**src/rtl/instr_seq_if.sv**
```systemverilog
// Bus between the instruction sequencer and the MSP430 datapath/memory.
// Handshake: during a bus state the sequencer holds MEM_req=1 together with a
// stable MAB_sel. Memory answers with mem_rdy=1 in the cycle the access
// completes. Completion strobes (PC_inc, *_ld, AUTOINC/INC2, MW, instr_done)
// are valid only in that cycle. The FSM advances on the posedge that samples
// mem_rdy=1 and otherwise holds the state.
interface instr_seq_if;
  logic [15:0] MDB_out;
  logic        mem_rdy;
  logic [15:0] IR_out;
  logic [3:0]  state;
  logic        MEM_req;
  logic [2:0]  MAB_sel;
  logic        PC_inc;
  logic        SRCX_ld;
  logic        DSTX_ld;
  logic        SOP_ld;
  logic        DOP_ld;
  logic        AUTOINC;
  logic        INC2;
  logic        RW;
  logic        MW;
  logic        JMP;
  logic        instr_done;
  logic        illegal;

  modport master (
    input  MDB_out, mem_rdy,
    output IR_out, state, MEM_req, MAB_sel, PC_inc, SRCX_ld, DSTX_ld,
           SOP_ld, DOP_ld, AUTOINC, INC2, RW, MW, JMP, instr_done, illegal
  );

  modport slave (
    output MDB_out, mem_rdy,
    input  IR_out, state, MEM_req, MAB_sel, PC_inc, SRCX_ld, DSTX_ld,
           SOP_ld, DOP_ld, AUTOINC, INC2, RW, MW, JMP, instr_done, illegal
  );
endinterface

```
**src/rtl/instr_seq.sv**
```systemverilog
// Multi-cycle MSP430 instruction sequencer: owns the IR and steps each
// instruction through fetch, extension words, operand reads, execute and
// memory write-back, driving MAB select and datapath strobes.
module instr_seq (
  input  logic        clk,
  input  logic        rst,
  instr_seq_if.master bus
);

  typedef enum logic [3:0] {
    IDLE    = 4'd0,
    FETCH   = 4'd1,
    DECODE  = 4'd2,
    SRC_EXT = 4'd3,
    SRC_RD  = 4'd4,
    DST_EXT = 4'd5,
    DST_RD  = 4'd6,
    EXEC    = 4'd7,
    DST_WR  = 4'd8
  } state_t;

  state_t      r_state;
  state_t      w_next;
  logic [15:0] r_ir;

  // Instruction decode, all taken straight from the IR (stable after FETCH).
  logic       w_jmp_fmt, w_f2, w_f1, w_legal;
  logic [3:0] w_src;
  logic [1:0] w_as;
  logic       w_ad, w_cg, w_writes, w_is_mov, w_mem_dst, w_inc2;
  state_t     w_dst_entry;

  assign w_jmp_fmt   = (r_ir[15:13] == 3'b001);
  assign w_f2        = (r_ir[15:10] == 6'b000100) && (r_ir[9:7] <= 3'd3);
  assign w_f1        = (r_ir[15:12] >= 4'd4);
  assign w_legal     = w_jmp_fmt | w_f1 | w_f2;
  assign w_src       = w_f1 ? r_ir[11:8] : r_ir[3:0];
  assign w_as        = r_ir[5:4];
  assign w_ad        = w_f1 & r_ir[7];
  // R3 always, or R2 with As>=2, produces a constant without a memory read.
  assign w_cg        = (w_src == 4'd3) || ((w_src == 4'd2) && (w_as >= 2'd2));
  assign w_writes    = !((r_ir[15:12] == 4'h9) || (r_ir[15:12] == 4'hB));
  assign w_is_mov    = (r_ir[15:12] == 4'h4);
  // Format II operates in place, so a memory source is also the destination.
  assign w_mem_dst   = w_f1 ? w_ad : ((w_as != 2'd0) && !w_cg);
  // PC and SP always step by 2, even for byte operations.
  assign w_inc2      = ~r_ir[6] | (w_src <= 4'd1);
  assign w_dst_entry = (w_f1 && w_ad) ? DST_EXT : EXEC;

  logic       w_mem_req, w_pc_inc, w_srcx_ld, w_dstx_ld, w_sop_ld, w_dop_ld;
  logic       w_autoinc, w_inc2_o, w_rw, w_mw, w_jmp, w_done, w_illegal;
  logic [2:0] w_mab_sel;

  // State register; reset aborts any instruction in flight.
  always_ff @(posedge clk or posedge rst) begin
    if (rst) r_state <= IDLE;
    else     r_state <= w_next;
  end

  // Instruction register, loaded when the fetch completes.
  always_ff @(posedge clk or posedge rst) begin
    if (rst)                                 r_ir <= 16'h0000;
    else if (r_state == FETCH && bus.mem_rdy) r_ir <= bus.MDB_out;
  end

  // Next-state and strobe decode; strobes only fire on the completing cycle.
  always_comb begin
    w_next    = r_state;
    w_mem_req = 1'b0;
    w_mab_sel = 3'd0;
    w_pc_inc  = 1'b0;
    w_srcx_ld = 1'b0;
    w_dstx_ld = 1'b0;
    w_sop_ld  = 1'b0;
    w_dop_ld  = 1'b0;
    w_autoinc = 1'b0;
    w_inc2_o  = 1'b0;
    w_rw      = 1'b0;
    w_mw      = 1'b0;
    w_jmp     = 1'b0;
    w_done    = 1'b0;
    w_illegal = 1'b0;
    case (r_state)
      IDLE: w_next = FETCH;
      FETCH: begin
        w_mem_req = 1'b1;
        if (bus.mem_rdy) begin
          w_pc_inc = 1'b1;
          w_next   = DECODE;
        end
      end
      DECODE: begin
        if (!w_legal) begin
          w_illegal = 1'b1;
          w_done    = 1'b1;
          w_next    = FETCH;
        end else if (w_jmp_fmt) begin
          w_next = EXEC;
        end else if (w_as == 2'd0 || w_cg) begin
          w_next = w_dst_entry;
        end else if (w_as == 2'd1 || (w_as == 2'd3 && w_src == 4'd0)) begin
          w_next = SRC_EXT;
        end else begin
          w_next = SRC_RD;
        end
      end
      SRC_EXT: begin
        w_mem_req = 1'b1;
        if (bus.mem_rdy) begin
          w_pc_inc = 1'b1;
          if (w_as == 2'd3) begin
            // Immediate: the extension word is the operand itself.
            w_sop_ld = 1'b1;
            w_next   = w_dst_entry;
          end else begin
            w_srcx_ld = 1'b1;
            w_next    = SRC_RD;
          end
        end
      end
      SRC_RD: begin
        w_mem_req = 1'b1;
        w_mab_sel = (w_as == 2'd1) ? 3'd2 : 3'd1;
        if (bus.mem_rdy) begin
          w_sop_ld  = 1'b1;
          w_autoinc = (w_as == 2'd3);
          w_inc2_o  = (w_as == 2'd3) & w_inc2;
          w_next    = w_dst_entry;
        end
      end
      DST_EXT: begin
        w_mem_req = 1'b1;
        if (bus.mem_rdy) begin
          w_dstx_ld = 1'b1;
          w_pc_inc  = 1'b1;
          // MOV overwrites the destination, so its old value is not needed.
          w_next    = w_is_mov ? EXEC : DST_RD;
        end
      end
      DST_RD: begin
        w_mem_req = 1'b1;
        w_mab_sel = 3'd2;
        if (bus.mem_rdy) begin
          w_dop_ld = 1'b1;
          w_next   = EXEC;
        end
      end
      EXEC: begin
        if (w_jmp_fmt) begin
          w_jmp  = 1'b1;
          w_done = 1'b1;
          w_next = FETCH;
        end else if (w_mem_dst && w_writes) begin
          w_next = DST_WR;
        end else begin
          w_rw   = !w_mem_dst && w_writes;
          w_done = 1'b1;
          w_next = FETCH;
        end
      end
      DST_WR: begin
        w_mem_req = 1'b1;
        w_mab_sel = 3'd2;
        if (bus.mem_rdy) begin
          w_mw   = 1'b1;
          w_done = 1'b1;
          w_next = FETCH;
        end
      end
      default: w_next = IDLE;
    endcase
  end

  assign bus.IR_out     = r_ir;
  assign bus.state      = r_state;
  assign bus.MEM_req    = w_mem_req;
  assign bus.MAB_sel    = w_mab_sel;
  assign bus.PC_inc     = w_pc_inc;
  assign bus.SRCX_ld    = w_srcx_ld;
  assign bus.DSTX_ld    = w_dstx_ld;
  assign bus.SOP_ld     = w_sop_ld;
  assign bus.DOP_ld     = w_dop_ld;
  assign bus.AUTOINC    = w_autoinc;
  assign bus.INC2       = w_inc2_o;
  assign bus.RW         = w_rw;
  assign bus.MW         = w_mw;
  assign bus.JMP        = w_jmp;
  assign bus.instr_done = w_done;
  assign bus.illegal    = w_illegal;

endmodule

```
**src/flat_wrapper.sv**
```systemverilog
// flat-port wrapper written by rule: the top's interface ports become plain ports
module instr_seq_flat 
  (clk, rst, bus_MDB_out, bus_mem_rdy, bus_IR_out, bus_state, bus_MEM_req, bus_MAB_sel, bus_PC_inc, bus_SRCX_ld, bus_DSTX_ld, bus_SOP_ld, bus_DOP_ld, bus_AUTOINC, bus_INC2, bus_RW, bus_MW, bus_JMP, bus_instr_done, bus_illegal);
  instr_seq_if bus_i ();
  input  logic clk;
  input  logic rst;
  input wire logic [$bits(bus_i.MDB_out)-1:0] bus_MDB_out;
  input wire logic [$bits(bus_i.mem_rdy)-1:0] bus_mem_rdy;
  output wire logic [$bits(bus_i.IR_out)-1:0] bus_IR_out;
  output wire logic [$bits(bus_i.state)-1:0] bus_state;
  output wire logic [$bits(bus_i.MEM_req)-1:0] bus_MEM_req;
  output wire logic [$bits(bus_i.MAB_sel)-1:0] bus_MAB_sel;
  output wire logic [$bits(bus_i.PC_inc)-1:0] bus_PC_inc;
  output wire logic [$bits(bus_i.SRCX_ld)-1:0] bus_SRCX_ld;
  output wire logic [$bits(bus_i.DSTX_ld)-1:0] bus_DSTX_ld;
  output wire logic [$bits(bus_i.SOP_ld)-1:0] bus_SOP_ld;
  output wire logic [$bits(bus_i.DOP_ld)-1:0] bus_DOP_ld;
  output wire logic [$bits(bus_i.AUTOINC)-1:0] bus_AUTOINC;
  output wire logic [$bits(bus_i.INC2)-1:0] bus_INC2;
  output wire logic [$bits(bus_i.RW)-1:0] bus_RW;
  output wire logic [$bits(bus_i.MW)-1:0] bus_MW;
  output wire logic [$bits(bus_i.JMP)-1:0] bus_JMP;
  output wire logic [$bits(bus_i.instr_done)-1:0] bus_instr_done;
  output wire logic [$bits(bus_i.illegal)-1:0] bus_illegal;
  assign bus_i.MDB_out = bus_MDB_out;
  assign bus_i.mem_rdy = bus_mem_rdy;
  assign bus_IR_out = bus_i.IR_out;
  assign bus_state = bus_i.state;
  assign bus_MEM_req = bus_i.MEM_req;
  assign bus_MAB_sel = bus_i.MAB_sel;
  assign bus_PC_inc = bus_i.PC_inc;
  assign bus_SRCX_ld = bus_i.SRCX_ld;
  assign bus_DSTX_ld = bus_i.DSTX_ld;
  assign bus_SOP_ld = bus_i.SOP_ld;
  assign bus_DOP_ld = bus_i.DOP_ld;
  assign bus_AUTOINC = bus_i.AUTOINC;
  assign bus_INC2 = bus_i.INC2;
  assign bus_RW = bus_i.RW;
  assign bus_MW = bus_i.MW;
  assign bus_JMP = bus_i.JMP;
  assign bus_instr_done = bus_i.instr_done;
  assign bus_illegal = bus_i.illegal;
  instr_seq u_core (.clk(clk), .rst(rst), .bus(bus_i));
endmodule
```
**config.mk**
```make
export PLATFORM = sky130hd
export DESIGN_NAME = instr_seq_flat
export DESIGN_NICKNAME = d
export VERILOG_FILES = /design/src/rtl/instr_seq_if.sv /design/src/rtl/instr_seq.sv /design/src/flat_wrapper.sv
export SDC_FILE = /design/constraint.sdc
export NUM_CORES = 1
export LEC_CHECK = 0
export ABC_AREA = 1
export CAP_MARGIN = 0
export CORE_MARGIN = 5
export CORE_UTILIZATION = 45
export CTS_BUF_LIST = sky130_fd_sc_hd__clkbuf_16
export CTS_CLUSTER_SIZE = 8
export DETAILED_ROUTE_END_ITERATION = 16
export HOLD_SLACK_MARGIN = 0.1
export MAX_ROUTING_LAYER = met4
export PLACE_DENSITY = 0.88
export SKIP_LAST_GASP = 1
export SLEW_MARGIN = 10
export SYNTH_ARGS = -nofsm -noshare
export SYNTH_HDL_FRONTEND = slang
export SYNTH_SLANG_ARGS = --single-unit
export TNS_END_PERCENT = 1
```
**constraint.sdc**
```tcl
create_clock -name clk -period 3.17 [get_ports clk]
set_clock_uncertainty 0.05 [all_clocks]
set_input_delay 0.317 -clock clk [delete_from_list [all_inputs] [get_ports clk]]
set_output_delay 0.317 -clock clk [all_outputs]
set_load 0.005 [all_outputs]
```
==> key figures, run 1 <==
Run status
  • Status: complete, no violations

Global routing
  • Antenna violations before repair: 0
  • Largest net degree at the start of global routing: 25
  • First-pass GRT wire length: ~5300 um
  • Grt ovf: 0
  • Tot GR Track Use: 16.51%
  • Vias in the first global route: 1215

Synth
  • Synth warnings: 0
  • Seq cells post-synth: 20
  • Syn Std Cell Area: between 0.001 and 0.0015 mm^2
  • Sequential element share of the synthesized area: 38.91%
  • Mapped Cells: 178
  • Syn Area/Cell: slightly above 7 um^2
  • Mapped Nets: 197
  • Synth unique cells: 29

Clocking
  • CTS sink cnt: 20
  • Deepest clock path buffer count: 2
  • Htree depth: 1
  • TritonCTS clock tree: built
  • Clock transition at the registers of the reported paths: around 0.050 ns
  • Post-cts sizing count: 0
  • CTS Hold Bufs: 0
  • CTS Buf Count: 3
  • CTS Root Cell: clkbuf_16
  • Postcts setup bufs: 0
  • Clk_lat worst skew: 0.25 ns

Cells and area
  • # fillers: 227
  • Post-route insts no fill: 263
  • Nets: 252
  • Register area: 500.5 um^2
  • Commonest non-fill, non-tap cell in the layout: clkdlybuf4s50_1
  • Inserted Diodes: 0
  • Most frequent cells in the layout: clkdlybuf4s50_1, nand2_1, nor2_1
  • Final instance area: about 0.0019 mm^2
  • Share of cells above drive strength 1: about an eighth
  • Area growth, synth to finish: 48.54%
  • Multi-input gate area: 668.1 um^2

Timing
  • Setup tns final: 0 ns
  • Final setup fails: 0
  • Minimum clock period: 2.456 ns
  • Slew margin rel.: 50.15%
  • Max Freq: between 400 and 500 MHz
  • Worst-Margin Slew: 0.7469 ns
  • Fin. max-slew vios: 0
  • Final hold violation count: 0
  • RSZ-0062 raised after global routing: no
  • Tcrit/Tclk final: 77.46%

Setup path
  • Worst Setup Path Type: reg -> out
  • Worst Path Max Fanout: 6
  • R2R Path Start: u_core.bus.state[2]
  • Worst Path Required: 2.80 ns
  • Critical path origin: u_core.bus.IR_out[15]
  • Nature of the critical path startpoint: register
  • Data arrival, critical path: between 2 and 2.5 ns
  • Capturing element type of the critical path: output pin

Power and ir drop
  • Pint: around 0.0011 W
  • Combinational fraction of design power: 59.5%
  • Sw Pwr: 0.0007498 W
  • Leak: 0.9381 nW
  • Sw Share: between 40% and 50%
  • Sequential power share: 26.9%
  • Worst vdd ir: 0.0008288 V
  • PD cells: 972.6 mW/mm^2
  • Clock power frac: 13.6%

Placed design
  • Hpwl dp: 2727 um
  • Placed cells: 259
  • RePlAce Congestion: 0.8961
  • Port bufs: 53
  • Area after DPL: approximately 0.0018 mm^2

Die
  • Row cnt: 19
  • Core Area: roughly 0.0028 mm^2
  • Die Wd: 63.47 um
  • Die footprint: 0.004028 mm^2
  • Ports: 55
  • Initial Utilization: about 47%
  • DIE HEIGHT: 63.47 um

Drt
  • Via count: 1317
  • Antenna Nets Post-Route: 0
  • Routed length per instance: 12.76 um
  • DRT iter0 DRCs: 52
  • Vias per inst: 5.008
  • Drt first pass iters: 4
  • DRC viols: 0
  • WL final: 3355 um

Flow run
  • Maxcap violations: 0

Worst hold path
  • Worst Hold Class: in -> async
==> cell type report <==
type                    count  area share (%)
flip-flops and latches     20           26.20
clock inverters             1          0.1965
well taps                  31           2.030
multi-input cells         130           34.97
clock buffers               3           3.929
repair buffers             53           27.77
inverters                  25           4.912
==> cell families (layout without fill, tap and decap cells) <==
kind of cell | Yosys count | in the layout | share of synthesized area, %
other cells | 1 | 1 | 0.2915
flops | 20 | 20 | 38.91
compound gates | 16 | 16 | 6.907
buf+inv | 28 | 82 | 9.144
mux | 8 | 8 | 8.171
simple gates | 105 | 105 | 36.58
==> state kept, by name, summed over array words and instances, names as in the netlist <==
| signal | flops |
|---|---|
| u_core.bus.state | 4 |
| u_core.bus.IR_out | 16 |
==> final timing paths <==
path | to | slack, ns | depth (start not counted)
hold / removal | u_core.bus.IR_out[5] | 0.45 | 2
min in group clk | u_core.bus.IR_out[2] | 0.49 | 1
hold reg to reg | u_core.bus.IR_out[2] | 0.49 | 1
max in group asynchronous | u_core.bus.IR_out[14] | 2.15 | 2
setup / recovery | bus_instr_done | 0.71 | 10
setup reg to reg | u_core.bus.IR_out[8] | 1.52 | 5
==> critical path, stage by stage, from the launching register on <==
cell and delay (ns):
dfrtp_1 0.42, nor2_2 0.24, nand2_1 0.08, nand2_1 0.09, nand2_1 0.07, nand2_2 0.07
nand3_1 0.11, nand3_1 0.10, nand2_1 0.08, nand3b_1 0.10, clkdlybuf4s50_1 0.50
==> per-layer routing <==
| metal | wire length (um) | track usage [%] | part of all wire [%] | vias to the layer above |
|---|---|---|---|---|
| met1 | 1468 | 19.91 | 44 | 591 |
| met2 | 1580 | 27.28 | 47 | 54 |
| li1 | - | - | - | 663 |
| met3 | 235 | 3.375 | 7.0 | 9 |
| met4 | 71 | 5.714 | 2.1 | 0 |
| met5 | 0 | - | 0 | - |
==> power groups by stage <==
stage / Combinational, W / Clock (W) / Sequential [W]
6_report: 0.00111 / 0.000253 / 0.000500
5_1_grt: 0.00121 / 0.000270 / 0.000522
4_1_cts: 0.00111 / 0.000256 / 0.000500
3_5_place_dp: 0.00110 / 0 / 0.000502
3_3_place_gp: 0.00110 / 0 / 0.000497
2_1_floorplan: 0.000630 / 0 / 0.000494
==> cells in the mapped netlist (all sizes together) <==
cell type	n	area, um^2
a21boi	1	7.510
a21oi	9	45.04
a31oi	1	6.260
buf	3	23.77
conb	1	3.750
dfrtp	20	500.5
inv	25	93.84
mux2	8	105.1
nand2	51	211.5
nand3	10	55.05
nand3b	1	7.510
nand4	1	6.260
nor2	34	145.1
nor3	6	30.03
nor4	1	6.260
o21ai	4	23.77
o22ai	1	6.260
or2	1	8.760
==> metrics by stage <==
stage	utilization [%]	power, W	setup slack, ns	hold slack [ns]
2_1_floorplan	-	0.001124	1.576	0.2308
3_3_place_gp	66.42	0.001597	0.8265	0.4731
3_5_place_dp	66.42	0.001607	0.7917	0.4793
4_1_cts	69.28	0.001868	0.7102	0.4661
5_1_grt	69.28	0.002005	0.5091	0.5078
6_report	69.28	0.001858	0.7145	0.4499
Note: power is estimated with default switching activity, not from simulation.
==> inputs of run 2 (changes only) <==
--- a/config.mk
+++ b/config.mk
@@ -8,13 +8,13 @@
 export ABC_AREA = 1
 export CAP_MARGIN = 0
 export CORE_MARGIN = 5
-export CORE_UTILIZATION = 45
+export CORE_UTILIZATION = 38
 export CTS_BUF_LIST = sky130_fd_sc_hd__clkbuf_16
 export CTS_CLUSTER_SIZE = 8
 export DETAILED_ROUTE_END_ITERATION = 16
 export HOLD_SLACK_MARGIN = 0.1
 export MAX_ROUTING_LAYER = met4
-export PLACE_DENSITY = 0.88
+export PLACE_DENSITY = 0.8
 export SKIP_LAST_GASP = 1
 export SLEW_MARGIN = 10
 export SYNTH_ARGS = -nofsm -noshare
==> constraint.sdc (replaced) <==
create_clock -name clk -period 2 [get_ports clk]
set_clock_uncertainty 0.05 [all_clocks]
set_input_delay 0.2 -clock clk [delete_from_list [all_inputs] [get_ports clk]]
set_output_delay 0.2 -clock clk [all_outputs]
set_load 0.005 [all_outputs]
==> key figures, run 2 (synthesized netlist as in run 1, its figures left out) <==
Setup path
  • Worst Setup Path Type: reg -> out
  • Worst Path Max Fanout: 3 (-3)
  • Worst Path Required: 1.75 ns (-1.05 ns)
  • Nature of the critical path startpoint: register
  • Critical path origin: u_core.bus.state[3]
  • R2R Path Start: u_core.bus.IR_out[15]
  • Capturing element type of the critical path: output pin
  • Data arrival, critical path: 1.93 ns (-0.16 ns)

Drt
  • DRC viols: 0 (unchanged)
  • DRT iter0 DRCs: 73 (+40%)
  • WL final: 3864 um (+15%)
  • Antenna Nets Post-Route: 0 (unchanged)
  • Vias per inst: 4.660 (-6.9%)
  • Drt first pass iters: 4 (unchanged)
  • Routed length per instance: 13.01 um (+2.0%)
  • Via count: 1384 (+5.1%)

Placed design
  • RePlAce Congestion: 0.8996 (+0.39%)
  • Hpwl dp: 2948 um (+8.1%)
  • Port bufs: 53 (unchanged)
  • Placed cells: 291 (+12%)

Cells and area
  • Share of cells above drive strength 1: 24.30% (+12 points)
  • Commonest non-fill, non-tap cell in the layout: clkdlybuf4s50_1
  • Nets: 271 (+7.5%)
  • Max reg flops: 16 (unchanged)
  • Post-route insts no fill: 297 (+13%)
  • Area growth, synth to finish: 65.66%
  • Most frequent cells in the layout: clkdlybuf4s50_1, nand2_1, nor2_1
  • Inserted Diodes: 0 (unchanged)

Clocking
  • Htree depth: 1 (unchanged)
  • Deepest clock path buffer count: 2 (unchanged)
  • CTS Buf Count: 3 (unchanged)
  • TritonCTS clock tree: built
  • Clock transition at the registers of the reported paths: 0.05 ns (about the same)
  • CTS sink cnt: 20 (unchanged)
  • CTS Root Cell: clkbuf_16
  • CTS Hold Bufs: 0 (unchanged)
  • Clk_lat worst skew: 0.25 ns (about the same)

Worst hold path
  • Worst Hold Class: in -> async

Global routing
  • Antenna violations before repair: 0 (unchanged)
  • Largest net degree at the start of global routing: 21 (-16%)
  • Vias in the first global route: 1338 (+10%)
  • First-pass GRT wire length: 6023 um (+15%)
  • Tot GR Track Use: 17.78% (+1.3 points)
  • Grt ovf: 0 (unchanged)

Power and ir drop
  • PD cells: 1535 mW/mm^2 (+58%)
  • Worst vdd ir: 0.0007076 V (-15%)
  • Leak: 1.065 nW (+14%)

Die
  • Ports: 55 (unchanged)
  • Row cnt: 21 (+2)
  • DIE HEIGHT: 68.18 um (+7.4%)
  • Die Wd: 68.18 um (+7.4%)
  • Initial Utilization: 38.85% (-7.8 points)
  • Core Area: 0.003311 mm^2 (+20%)
  • Die footprint: 0.004649 mm^2 (+15%)

Timing
  • Minimum clock period: around 2.2 ns
  • Tcrit/Tclk final: 109.2%
  • RSZ-0062 raised after global routing: yes
  • Final hold violation count: 0 (unchanged)
  • Fin. max-slew vios: 0 (unchanged)
  • Post-route worst setup slack: -0.1847 ns (-0.8992 ns)
  • Hold_ws: 0.2325 ns (-0.2174 ns)
  • Max Freq: 457.7 MHz
  • Final setup fails: 11 (+11)

Run status
  • Status: finished, violations left
  • Failing checks: setup timing

Flow run
  • Maxcap violations: 0 (unchanged)
## run 2: power by group
group	internal, W	switching [W]	total [W]
Clock	0.000266	0.000144	0.000410
Combinational	0.00106	0.00101	0.00208
Sequential	0.000604	0.000180	0.000785
Total	0.00193	0.00134	0.00327
## run 2: metrics by stage
stage | worst slack [ns] | utilization [%] | total power [W] | TNS [ns] | area [um^2]
after CTS | -0.2449 | 63.00 | 0.003217 | -1.865 | 2086
final | -0.1847 | 64.36 | 0.003271 | -1.308 | 2131
after floorplan | 0.5231 | - | 0.001782 | 0 | 1286
after global routing | -0.3170 | 64.36 | 0.003540 | -2.724 | 2131
after global placement | 0.004961 | 59.75 | 0.002696 | 0 | 1978
after detailed placement | -0.02706 | 59.75 | 0.002732 | -0.02706 | 1978
## run 2: timing repair
action / CTS / global route
hold endpoints to repair: 0 / 0
resized for setup: 6 / 12
setup endpoints to repair: 13 / 14
buffers inserted: 2 / 0
pin swaps: 2 / 1
## run 2: final timing paths
check	endpoint	slack, ns	cells past startpoint
max reg2reg	u_core.bus.state[1]	0.37	11
min reg2reg	u_core.bus.IR_out[11]	0.49	1
max	bus_MEM_req	-0.18	7
max in group asynchronous	u_core.bus.IR_out[15]	1.44	3
min in group clk	u_core.bus.IR_out[1]	0.47	3
min	u_core.bus.state[1]	0.23	3
## run 2: per-layer routing
metal / track usage [%] / vias up / part of all wire (%)
li1: - / 710 / -
met1: 20.41 / 631 / 42
met2: 31.17 / 38 / 52
met3: 2.956 / 5 / 4.9
met4: 6.203 / 0 / 1.3
met5: - / - / 0
## run 2: layout make-up
cell class / count / area, um^2
sequential: 20 / 503.0
clock inverter: 1 / 3.754
tap: 46 / 57.56
timing repair buffer: 72 / 674.4
clock buffer: 3 / 75.07
multi-input combinational: 130 / 723.2
inverter: 25 / 93.84
fill: 316 / 1180
## run 2: worst max-delay path, stage by stage, from the launching register on
cell	delay [ns]
dfrtp_1	0.42
inv_2	0.08
nand2_1	0.09
buf_4	0.17
nor3_2	0.20
nor2_1	0.10
nand3_2	0.10
clkdlybuf4s50_1	0.51
==> inputs of run 3 (changes only) <==
--- a/config.mk
+++ b/config.mk
@@ -9,7 +9,6 @@
 export CAP_MARGIN = 0
 export CORE_MARGIN = 5
 export CORE_UTILIZATION = 38
-export CTS_BUF_LIST = sky130_fd_sc_hd__clkbuf_16
 export CTS_CLUSTER_SIZE = 8
 export DETAILED_ROUTE_END_ITERATION = 16
 export HOLD_SLACK_MARGIN = 0.1
==> key figures, run 3 (synthesized netlist as in run 1, its figures left out) <==
Run status
  • Status: finished, violations left
  • Failing checks: setup timing

Placed design
  • Hpwl dp: 2948 um (unchanged)
  • Area after DPL: 0.001978 mm^2 (unchanged)
  • Port bufs: 53 (unchanged)
  • Place WS: -0.02706 ns (unchanged)
  • RePlAce Congestion: 0.8996 (unchanged)

Die
  • Initial Utilization: 38.85% (unchanged)
  • DIE HEIGHT: 68.18 um (unchanged)
  • Die footprint: 0.004649 mm^2 (unchanged)
  • Die Wd: 68.18 um (unchanged)
  • Row cnt: 21 (unchanged)
  • Core Area: 0.003311 mm^2 (unchanged)
  • Ports: 55 (unchanged)

Clocking
  • Htree depth: 1 (unchanged)
  • Clock transition at the registers of the reported paths: 0.11 ns (+0.06 ns)
  • Clk_lat worst skew: 0.31 ns (+0.06 ns)
  • CTS Buf Count: 3 (unchanged)
  • TritonCTS clock tree: built
  • Deepest clock path buffer count: 2 (unchanged)
  • CTS sink cnt: 20 (unchanged)
  • CTS Hold Bufs: 0 (unchanged)
  • CTS Root Cell: clkbuf_4

Global routing
  • Largest net degree at the start of global routing: 21 (unchanged)
  • Grt ovf: 0 (unchanged)
  • First-pass GRT wire length: 6003 um (-0.33%)
  • Vias in the first global route: 1336 (-0.15%)
  • Tot GR Track Use: 17.75% (-0.035 points)
  • Antenna violations before repair: 0 (unchanged)

Drt
  • DRC viols: 0 (unchanged)
  • Met3 wire length: 188 um (-0.53%)
  • Routed length per instance: 12.12 um (-6.8%)
  • Antenna Nets Post-Route: 0 (unchanged)
  • Met1 WL: 1571 um (-3.8%)
  • Met2 wire len: 1795 um (-9.8%)
  • DRT iter0 DRCs: 71 (-2.7%)
  • Top layer in use: met4
  • WL final: 3625 um (-6.2%)
  • Drt first pass iters: 4 (unchanged)
  • Via count: 1379 (-0.36%)
  • Vias per inst: 4.612 (-1.0%)

Timing
  • Final setup fails: 14 (+3)
  • Post-route worst setup slack: -0.2187 ns (-0.03398 ns)
  • Max Freq: 450.7 MHz (-1.5%)
  • Fin. max-slew vios: 0 (unchanged)
  • Tcrit/Tclk final: 110.9% (+1.7 points)
  • Final hold violation count: 0 (unchanged)
  • RSZ-0062 raised after global routing: yes
  • Minimum clock period: 2.219 ns (+0.03398 ns)
  • Setup tns final: -1.896 ns (-0.5875 ns)

Cells and area
  • Share of cells above drive strength 1: 24.11% (-0.19 points)
  • Commonest non-fill, non-tap cell in the layout: clkdlybuf4s50_1
  • Most frequent cells in the layout: clkdlybuf4s50_1, nand2_1, nor2_1
  • Final instance area: 0.002088 mm^2 (-2.0%)
  • Inserted Diodes: 0 (unchanged)
  • Area growth, synth to finish: 62.35%
  • Max reg flops: 16 (unchanged)
  • Nets: 273 (+0.74%)

Power and ir drop
  • PD cells: 1466 mW/mm^2 (-4.5%)
  • Worst vdd ir: 0.0006514 V (-7.9%)
  • Leak: 1.043 nW (-2.1%)

Setup path
  • Nature of the critical path startpoint: register
  • Worst Path Required: 1.75 ns (about the same)
  • Worst Setup Path Type: reg -> out
  • Worst Path Max Fanout: 5 (+2)
  • Data arrival, critical path: 1.97 ns (+0.04 ns)
  • Capturing element type of the critical path: output pin

Worst hold path
  • Worst Hold Class: in -> async

Flow run
  • Maxcap violations: 0 (unchanged)
-- run 3: worst max-delay path, stage by stage (launching register included) --
cell,delay (ns)
dfrtp_1,0.43
inv_2,0.07
nand2_1,0.09
nor2_2,0.17
inv_2,0.09
nor3_2,0.13
a21boi_1,0.17
clkdlybuf4s50_1,0.51
-- run 3: area by class of cell --
| cell class | count | area (um^2) |
|---|---|---|
| flip-flops and latches | 20 | 500.5 |
| fillers | 326 | 1222 |
| clock buffers | 4 | 36.28 |
| repair buffers | 74 | 685.7 |
| inverters | 25 | 93.84 |
| well taps | 46 | 57.56 |
| multi-input cells | 130 | 714.4 |
-- run 3: final timing paths --
path | from | endpoint | slack (ns) | cells after the start
min in group clk | bus_MDB_out[1] | u_core.bus.IR_out[1] | 0.41 | 3
max in group asynchronous | rst | u_core.bus.IR_out[6] | 1.54 | 3
min | rst | u_core.bus.state[1] | 0.16 | 3
min reg2reg | u_core.bus.IR_out[11] | u_core.bus.IR_out[11] | 0.50 | 1
max | u_core.bus.state[3] | bus_INC2 | -0.22 | 7
max reg2reg | u_core.bus.state[3] | u_core.bus.IR_out[13] | 0.37 | 7
-- run 3: per-layer routing --
layer	vias up	global-route usage, %
met4	0	5.955
met3	7	3.120
met1	623	20.20
met2	38	31.29
met5	-	-
li1	711	-
-- run 3: through the flow --
stage | hold WS [ns] | cells | utilization, % | total power (W)
finish | 0.1557 | 299 | 63.08 | 0.003062
global route | 0.2001 | 299 | 63.08 | 0.003347
CTS | 0.1680 | 299 | 62.89 | 0.003076
detailed placement | 0.4780 | 291 | 59.75 | 0.002732
global placement | 0.4717 | 291 | 59.75 | 0.002696
floorplan | 0.1138 | 178 | - | 0.001782
-- run 3: power breakdown --
group / internal (W) / leakage, nW / switching, W / total [W]
Combinational: 0.00108 / 0.791 / 0.000981 / 0.00206
Sequential: 0.000598 / 0.231 / 0.000169 / 0.000767
Clock: 0.000111 / 0.0210 / 0.000127 / 0.000238
-- run 3: repair_timing --
item	4_1_cts	5_1_grt
endpoints found under the setup margin	15	15
buffers inserted	4	0
endpoints found under the hold margin	0	0
pin swaps	2	0
resized for setup	13	1
